==> src/rtl/doorlock_param.sv <==
// rtl/doorlock_param.sv - keypad door lock: password check, timed release, lockout, password change
// Digits accumulate in an entry buffer; '#'/'*' decide; all outputs come straight from flops.
module doorlock_param #(
  parameter int MAX_LEN     = 8,
  parameter int MIN_LEN     = 4,
  parameter int MAX_FAIL    = 3,
  parameter int UNLOCK_CYC  = 500,
  parameter int LOCKOUT_CYC = 1000
) (
  input  logic       CLK,
  input  logic       rst,
  input  logic       key_v,
  input  logic [3:0] key,
  input  logic       sw_reset,
  output logic       lockOP,
  output logic       storeLED,
  output logic       alarm,
  output logic       err,
  output logic       pw_chg,
  output logic [3:0] fail_cnt
);
  localparam int LW   = $clog2(MAX_LEN + 1);
  localparam int TMAX = (UNLOCK_CYC > LOCKOUT_CYC) ? UNLOCK_CYC : LOCKOUT_CYC;
  localparam int TW   = $clog2(TMAX + 1);
  localparam logic [MAX_LEN*4-1:0] RESET_PW = (MAX_LEN*4)'(16'h4321);

  typedef enum logic [2:0] {ST_IDLE, ST_OPEN, ST_NEW, ST_CONF, ST_LOCK} state_t;

  state_t                  state_q, state_d;
  logic [MAX_LEN-1:0][3:0] pw_q, pw_d, buf_q, buf_d, cand_q, cand_d;
  logic [LW-1:0]           pw_len_q, pw_len_d, buf_len_q, buf_len_d, cand_len_q, cand_len_d;
  logic                    ovf_q, ovf_d;
  logic [3:0]              fail_q, fail_d;
  logic [TW-1:0]           timer_q, timer_d;
  logic                    lock_op_q, lock_op_d, store_led_q, store_led_d;
  logic                    alarm_q, alarm_d, err_q, err_d, pw_chg_q, pw_chg_d;

  logic       is_digit, is_star, is_hash;
  logic       pw_match, cand_match, clear_buf;
  logic [4:0] fail_inc;

  assign is_digit = key_v && (key <= 4'd9);
  assign is_star  = key_v && (key == 4'd10);
  assign is_hash  = key_v && (key == 4'd11);
  assign fail_inc = {1'b0, fail_q} + 5'd1;

  // Only positions below the reference length take part in the comparison.
  always_comb begin
    pw_match   = !ovf_q && (buf_len_q == pw_len_q);
    cand_match = !ovf_q && (buf_len_q == cand_len_q);
    for (int i = 0; i < MAX_LEN; i++) begin
      if ((LW'(i) < pw_len_q) && (buf_q[i] != pw_q[i])) pw_match = 1'b0;
      if ((LW'(i) < cand_len_q) && (buf_q[i] != cand_q[i])) cand_match = 1'b0;
    end
  end

  always_comb begin
    state_d    = state_q;
    pw_d       = pw_q;
    pw_len_d   = pw_len_q;
    buf_d      = buf_q;
    buf_len_d  = buf_len_q;
    ovf_d      = ovf_q;
    cand_d     = cand_q;
    cand_len_d = cand_len_q;
    fail_d     = fail_q;
    timer_d    = timer_q;
    err_d      = 1'b0;
    pw_chg_d   = 1'b0;
    clear_buf  = 1'b0;

    if (sw_reset && (state_q != ST_LOCK)) begin
      state_d   = ST_NEW;
      timer_d   = '0;
      clear_buf = 1'b1;
    end else begin
      if (is_digit && (state_q == ST_IDLE || state_q == ST_NEW || state_q == ST_CONF)) begin
        if (buf_len_q == LW'(MAX_LEN)) begin
          ovf_d = 1'b1;
        end else begin
          for (int i = 0; i < MAX_LEN; i++) begin
            if (buf_len_q == LW'(i)) buf_d[i] = key;
          end
          buf_len_d = buf_len_q + LW'(1);
        end
      end

      case (state_q)
        ST_IDLE: begin
          if (is_hash || is_star) begin
            clear_buf = 1'b1;
            if (pw_match) begin
              fail_d = '0;
              if (is_hash) begin
                state_d = ST_OPEN;
                timer_d = TW'(UNLOCK_CYC - 1);
              end else begin
                state_d = ST_NEW;
              end
            end else begin
              err_d = 1'b1;
              if (fail_inc >= 5'(MAX_FAIL)) begin
                fail_d  = 4'(MAX_FAIL);
                state_d = ST_LOCK;
                timer_d = TW'(LOCKOUT_CYC - 1);
              end else begin
                fail_d = fail_inc[3:0];
              end
            end
          end
        end
        ST_OPEN, ST_LOCK: begin
          if (timer_q == '0) begin
            state_d = ST_IDLE;
            if (state_q == ST_LOCK) fail_d = '0;
          end else begin
            timer_d = timer_q - TW'(1);
          end
        end
        ST_NEW: begin
          if (is_hash && !ovf_q && (buf_len_q >= LW'(MIN_LEN))) begin
            cand_d     = buf_q;
            cand_len_d = buf_len_q;
            state_d    = ST_CONF;
          end else if (is_hash || is_star) begin
            err_d   = 1'b1;
            state_d = ST_IDLE;
          end
        end
        ST_CONF: begin
          if (is_hash && cand_match) begin
            pw_d     = cand_q;
            pw_len_d = cand_len_q;
            pw_chg_d = 1'b1;
            state_d  = ST_IDLE;
          end else if (is_hash || is_star) begin
            err_d   = 1'b1;
            state_d = ST_IDLE;
          end
        end
        default: state_d = ST_IDLE;
      endcase
    end

    if (clear_buf || (state_d != state_q)) begin
      buf_d     = '0;
      buf_len_d = '0;
      ovf_d     = 1'b0;
    end

    lock_op_d   = (state_d == ST_OPEN);
    store_led_d = (state_d == ST_NEW) || (state_d == ST_CONF);
    alarm_d     = (state_d == ST_LOCK);
  end

  always_ff @(posedge CLK or posedge rst) begin
    if (rst) begin
      state_q     <= ST_IDLE;
      pw_q        <= RESET_PW;
      pw_len_q    <= LW'(4);
      buf_q       <= '0;
      buf_len_q   <= '0;
      ovf_q       <= 1'b0;
      cand_q      <= '0;
      cand_len_q  <= '0;
      fail_q      <= '0;
      timer_q     <= '0;
      lock_op_q   <= 1'b0;
      store_led_q <= 1'b0;
      alarm_q     <= 1'b0;
      err_q       <= 1'b0;
      pw_chg_q    <= 1'b0;
    end else begin
      state_q     <= state_d;
      pw_q        <= pw_d;
      pw_len_q    <= pw_len_d;
      buf_q       <= buf_d;
      buf_len_q   <= buf_len_d;
      ovf_q       <= ovf_d;
      cand_q      <= cand_d;
      cand_len_q  <= cand_len_d;
      fail_q      <= fail_d;
      timer_q     <= timer_d;
      lock_op_q   <= lock_op_d;
      store_led_q <= store_led_d;
      alarm_q     <= alarm_d;
      err_q       <= err_d;
      pw_chg_q    <= pw_chg_d;
    end
  end

  assign lockOP   = lock_op_q;
  assign storeLED = store_led_q;
  assign alarm    = alarm_q;
  assign err      = err_q;
  assign pw_chg   = pw_chg_q;
  assign fail_cnt = fail_q;
endmodule

==> config.mk <==
export PLATFORM = sky130hd
export DESIGN_NAME = doorlock_param
export DESIGN_NICKNAME = d
export VERILOG_FILES = /design/src/rtl/doorlock_param.sv
export SDC_FILE = /design/constraint.sdc
export NUM_CORES = 1
export LEC_CHECK = 0
export ABC_AREA = 0
export ABC_CLOCK_PERIOD_IN_PS = 5200
export CAP_MARGIN = 0
export CORE_MARGIN = 3
export CORE_UTILIZATION = 50
export DETAILED_ROUTE_END_ITERATION = 10
export MAX_ROUTING_LAYER = met4
export PLACE_DENSITY_LB_ADDON = 0.3
export SYNTH_ARGS = -nofsm -noshare
export SYNTH_HDL_FRONTEND = slang
export SYNTH_SLANG_ARGS = --single-unit
==> constraint.sdc <==
create_clock -name CLK -period 5.2 [get_ports CLK]
set_clock_uncertainty 0.1 [all_clocks]
set_input_delay 1.04 -clock CLK [delete_from_list [all_inputs] [get_ports CLK]]
set_output_delay 1.04 -clock CLK [all_outputs]
set_load 0.05 [all_outputs]
==> flow_metrics.tcl, run 1 <==
set metrics [dict create \
    crit_path_start_kind "input pin" \
    row_count 42 \
    synthesis.instances 618 \
    nFillCells 1116 \
    grt_use_total_pct 21.5 \
    rsz0062_at_grt "no" \
    clockBufferDepth 2 \
    cts_resized 0 \
    antenna_found_initial 0 \
    ys_warn_count 0 \
    area_growth_pct 11.5 \
    p_clk_share_pct 47.1 \
    setup_tns_ns 0 \
    cts-root-buf "clkbuf_16" \
    dr.pass1.iters 5 \
    wl_um 15600 \
    final_cell_mix "dfrtp_1 (125), mux2_2 (72), xnor2_1 (60), mux2i_1 (37), nand2_1 (30)" \
    placed_area_mm2 0.00738 \
    fmax_mhz 273 \
    core_mm2 0.0136 \
    fin_ws_ns 1.54 \
    numCtsBuffers 17 \
    final_common_cell "dfrtp_1" \
    power_leakage_uw 0.00346 \
    cts_setup_buffers 0 \
    viasPerCell 5.94 \
    syn_area_mm2 0.00710 \
    tightest_slew_ns 0.980 \
    arrival_ns 3.87 \
    syn_nets 633 \
    clk_latency_ns 0.43 \
    gr-total-overflow 0 \
    drive_gt1_share_pct 25.8 \
    async_flop_share_pct 100 \
    hold_viol_final 0 \
    cts_hold_buffers 0 \
    grt_max_degree 48 \
    period_share_pct 70.4 \
    power_density_mw_per_mm2 289 \
    routedWlPerCell_um 19.2 \
    crit_required_ns 5.41 \
    yosysSeqAreaShare_pct 46.3 \
    cts_sinks 131 \
    vdd_drop_max_v 0.000264 \
    ys.flop_type "dfrtp_1" \
    cap_violations 0 \
    utilization_pct 58.4 \
    io_pins 17 \
    fin_cells 812 \
    cts_tree "done" \
    post-dp-hpwl_um 10400 \
    slew_headroom_pct 34.1 \
    grt_pass1_vias 4951 \
    critPathMaxFanout 18 \
    first_iter_violations 400 \
    combinationalPowerShare_pct 6.8 \
    clk_pin_slew_worst_paths_ns 0.05 \
    end_kind "flop" \
    synth-edff-count 0 \
    worstSetupPathType "in2reg" \
    grt_pass1_wl_um 26000 \
    period_needed_ns 3.66 \
    seqCellArea_mm2 0.00329 \
    yosysUniqueCellTypes 59 \
    synth_area_per_cell_um2 11.5 \
    design_area_mm2 0.00792 \
    internal-power_uw 1730 \
    setup_viol 0 \
    drv_slew 0 \
    dpl.cell_count 781 \
    ys_seq_elements 131 \
    drc_errors 0 \
    vias 4825 \
    layout.nets 639 \
    hp-class "reg2reg" \
    start_util_pct 52.4 \
    numPortBuffers 16 \
    swShare_pct 24.4 \
    die_area_mm2 0.0157 \
    die_h_um 125 \
    outcome "finished, final reports clean" \
    die_width_um 125 \
    ant_nets 0 \
    gp_congestion 0.911 \
    diodes 0 \
    htree_levels 4 \
    seqPwrFrac_pct 46.2 \
    multi_input_area_mm2 0.00357 \
    p_sw_uw 559 \
    dp_slack_ns 1.14 \
]
==> worst max-delay path, stage by stage <==
cell and delay, ns:
clkdlybuf4s50_1 0.45, buf_4 0.21, and4b_1 0.40, nor3b_1 0.42, and4_2 0.65, buf_4 0.32, mux2_2 0.36
==> final timing paths <==
| check | from | end | slack, ns | cells past startpoint |
|---|---|---|---|---|
| min in group asynchronous | rst | pw_q[30] | 0.91 | 2 |
| max in group asynchronous | rst | pw_q[10] | 3.09 | 3 |
| hold / removal | pw_q[26] | pw_q[26] | 0.43 | 1 |
| setup / recovery | key[1] | pw_q[1] | 1.54 | 7 |
| hold reg to reg | pw_q[26] | pw_q[26] | 0.43 | 1 |
| setup reg to reg | pw_len_q[3] | buf_q[29] | 1.76 | 7 |
==> sequential cells by signal, indices dropped and copies added (netlist names) <==
register,cells
alarm,1
storeLED,1
timer_q,10
buf_q,32
state_q,3
fail_cnt,4
pw_len_q,4
cand_len_q,4
pw_chg,1
buf_len_q,4
ovf_q,1
cand_q,32
lockOP,1
pw_q,32
err,1
==> power by group through the flow <==
stage | Clock, uW | Sequential, uW | Combinational (uW)
finish | 1080 | 1060 | 155
global route | 1140 | 1060 | 171
CTS | 1100 | 1060 | 155
detailed placement | 0 | 1070 | 155
global placement | 0 | 1070 | 150
floorplan | 0 | 1070 | 108
==> per-layer routing <==
metal	GRT usage, %	wire length, um
met5	-	0
met4	7.53	316
met3	5.54	568
met2	33.0	7430
met1	27.8	7240
==> area by class of cell <==
type | instances | area share (%)
Multi-Input combinational cell | 431 | 45.1
Sequential cell | 131 | 41.5
Clock buffer | 23 | 6.04
Timing Repair Buffer | 28 | 3.16
Tap cell | 176 | 2.78
Inverter | 15 | 0.743
Clock inverter | 8 | 0.711
==> kinds of logic after synthesis <==
kind of cell    Yosys count  synth area share (%)
xor+xnor                 71                  8.76
simple gates            169                  15.7
mux                     111                  17.0
fa+ha+maj                 7                  1.23
buf+inv                  56                  3.63
compound gates           73                  7.49
flops                   131                  46.3
==> metrics by stage <==
stage          hold WS [ns]  total power (uW)
2_1_floorplan         0.375              1180
3_3_place_gp          0.407              1220
3_5_place_dp          0.417              1230
4_1_cts               0.426              2310
5_1_grt               0.436              2370
6_report              0.426              2290
==> synthesized netlist by cell type, types with 11 or more instances <==
| master | instances | share of area [%] |
|---|---|---|
| nor2_1 | 24 | 1.3 |
| buf_2 | 14 | 0.99 |
| nand3_1 | 20 | 1.4 |
| mux2i_1 | 37 | 5.2 |
| o21ai_0 | 14 | 0.99 |
| xnor2_1 | 60 | 7.4 |
| nand2_1 | 30 | 1.6 |
| dfrtp_1 | 125 | 44 |
| nand4_1 | 11 | 0.97 |
| a21oi_1 | 16 | 1.1 |
| nor4_2 | 29 | 5.1 |
| clkbuf_1 | 19 | 1.0 |
| inv_1 | 14 | 0.74 |
| mux2_2 | 72 | 11 |
| xor2_1 | 11 | 1.4 |
(Power assumes the default switching activity.)
==> run 2: changes to the inputs <==
Settings changed: ABC_CLOCK_PERIOD_IN_PS 5200 to 3400.
Clock period 5.2 ns to 3.4 ns, I/O delays scaled along.
==> run 2 against run 1 <==
Effect of this change:
- hold slack got worse by 0.019 ns
- via count increased by 2.3%
- critical path type is now reg2reg
- power increased by 59%
- cell count increased by 3.1%
- global-route usage decreased by 0.17 points
- routed wire length increased by 1.3%
- core utilization increased by 1.9 points
- critical path depth unchanged
- combinational power increased by 66%
- die area unchanged
==> flow_metrics.tcl, run 2 (same netlist as run 1, synthesis figures left out) <==
set metrics [dict create \
    gr-total-overflow 0 \
    final_cell_mix "dfrtp_1 (125), mux2_2 (72), xnor2_1 (60), mux2i_1 (37), buf_4 (32)" \
    cts_resized 0 \
    die_width_um 125 \
    cts_tree "done" \
    worst-r2r-cell-count 7 \
    cp-startpoint "pw_len_q[3]" \
    top_regs "buf_q: 32 flops, cand_q: 32 flops, pw_q: 32 flops" \
    seqCellArea_mm2 0.00329 \
    hold_viol_final 0 \
    crit_required_ns 3.55 \
    htree_levels 4 \
    r2r_slack_ns 0.1 \
    tightest_slew_ns 1.21 \
    drive_gt1_share_pct 29.0 \
    slew_headroom_pct 19.1 \
    routedWlPerCell_um 18.8 \
    final_common_cell "dfrtp_1" \
    row_count 42 \
    nFillCells 1081 \
    clockBufferDepth 2 \
    grt_pass1_wl_um 26000 \
    hp-class "reg2reg" \
    numCtsBuffers 17 \
    grt_max_degree 38 \
    die_area_mm2 0.0157 \
    die_h_um 125 \
    combinationalPowerShare_pct 7.1 \
    reg2reg_from "pw_len_q[3]" \
    r2r_end "buf_q[29]" \
    min_from "fail_cnt[3]" \
    period_share_pct 97.2 \
    seqPwrFrac_pct 44.5 \
    arrival_ns 3.46 \
    fmax_mhz 303 \
    drv_slew 0 \
    swShare_pct 24.7 \
    vias 4938 \
    clk_latency_ns 0.43 \
    crit_path_start_kind "flop" \
    cts-root-buf "clkbuf_16" \
    critPathMaxFanout 36 \
    grt_util_met1_pct 27.8 \
    clk_pin_slew_worst_paths_ns 0.06 \
    outcome "finished, final reports clean" \
    gp_congestion 0.910 \
    cts_sinks 131 \
    worstSetupPathType "reg2reg" \
    post-dp-hpwl_um 10500 \
    grt-busiest-layer "met2" \
    hold_path_end "fail_cnt[3]" \
    design_area_mm2 0.00818 \
    power_leakage_uw 0.00362 \
    p_sw_uw 898 \
    grt_pass1_vias 5043 \
    use_met2_pct 32.8 \
    grt_use_met3_pct 4.82 \
    drc_errors 0 \
    core_mm2 0.0136 \
    io_pins 17 \
    holdWs_ns 0.407 \
    layout.nets 663 \
    numPortBuffers 16 \
    multi_input_area_mm2 0.00357 \
    wl_um 15800 \
    cap_violations 0 \
    vdd_drop_max_v 0.000359 \
    rsz0062_at_grt "no" \
    setup_viol 0 \
    end_kind "flop" \
    cts_setup_buffers 0 \
    first_iter_violations 418 \
    diodes 0 \
    p_clk_share_pct 48.4 \
    dr.pass1.iters 5 \
    area_growth_pct 15.2 \
    viasPerCell 5.90 \
    setup_tns_ns 0 \
    whs_path_depth 1 \
    start_util_pct 52.4 \
    grt_use_total_pct 21.3 \
    antenna_found_initial 0 \
    period_needed_ns 3.30 \
    power_density_mw_per_mm2 445 \
    ant_nets 0 \
    internal-power_uw 2740 \
    placed_area_mm2 0.00759 \
]
run 2: changes by cell type in the layout (fill, tap and decap cells not counted), sizes merged:
| cell | change |
|---|---|
| nor2 | +1 |
| inv | +4 |
| buf | +23 |
| clkinv | +1 |
| clkbuf | -4 |
| clkinvlp | -1 |
| bufinv | +1 |
run 2: how the worst max path moves through the flow:
stage,end,cells after the start
after floorplan,cand_len_q[0],8
after global placement,buf_q[14],8
after detailed placement,buf_q[13],8
after CTS,buf_q[14],9
after global routing,buf_q[1],7
final,buf_q[29],7
run 2: metal layers:
| metal | wire [um] | vias up |
|---|---|---|
| li1 | - | 2290 |
| met1 | 7050 | 2472 |
| met2 | 7670 | 143 |
| met3 | 712 | 33 |
| met4 | 326 | 0 |
| met5 | 0 | - |
run 2: worst max-delay path, cell delays in order (launching register included):
cell       delay (ns)
dfrtp_1          0.49
nor3_1           0.38
nand2b_1         0.15
a2111oi_4        0.51
nand4_1          0.39
o22ai_1          0.32
and3_4           0.62
nor4_1           0.12
run 2: area by class of cell:
class,instances,area share (%)
timing repair buffer,51,5.63
clock inverter,13,1.51
sequential,131,40.2
tap,176,2.69
multi-input combinational,432,43.7
inverter,15,0.734
clock buffer,19,5.54
run 2: power by group through the flow:
stage / sequential [uW] / clock (uW) / combinational [uW]
after global routing: 1620 / 1870 / 283
after floorplan: 1640 / 0 / 166
after global placement: 1640 / 0 / 250
after CTS: 1620 / 1790 / 258
final: 1620 / 1760 / 257
after detailed placement: 1640 / 0 / 256
run 2: what timing repair did:
| item | in CTS | in global routing |
|---|---|---|
| endpoints found under the hold margin | 0 | 0 |
| hold buffers | 0 | 0 |
| endpoints found under the setup margin | 0 | 12 |
run 2: through the flow:
stage / cells / total power (uW) / utilization, % / setup slack, ns
floorplan: 618 / 1810 / - / 0.465
global placement: 804 / 1890 / 56.0 / 0.0313
detailed placement: 804 / 1900 / 56.0 / -0.0174
CTS: 836 / 3670 / 60.3 / 0.0331
global route: 837 / 3780 / 60.3 / 0.0110
finish: 837 / 3640 / 60.3 / 0.0959
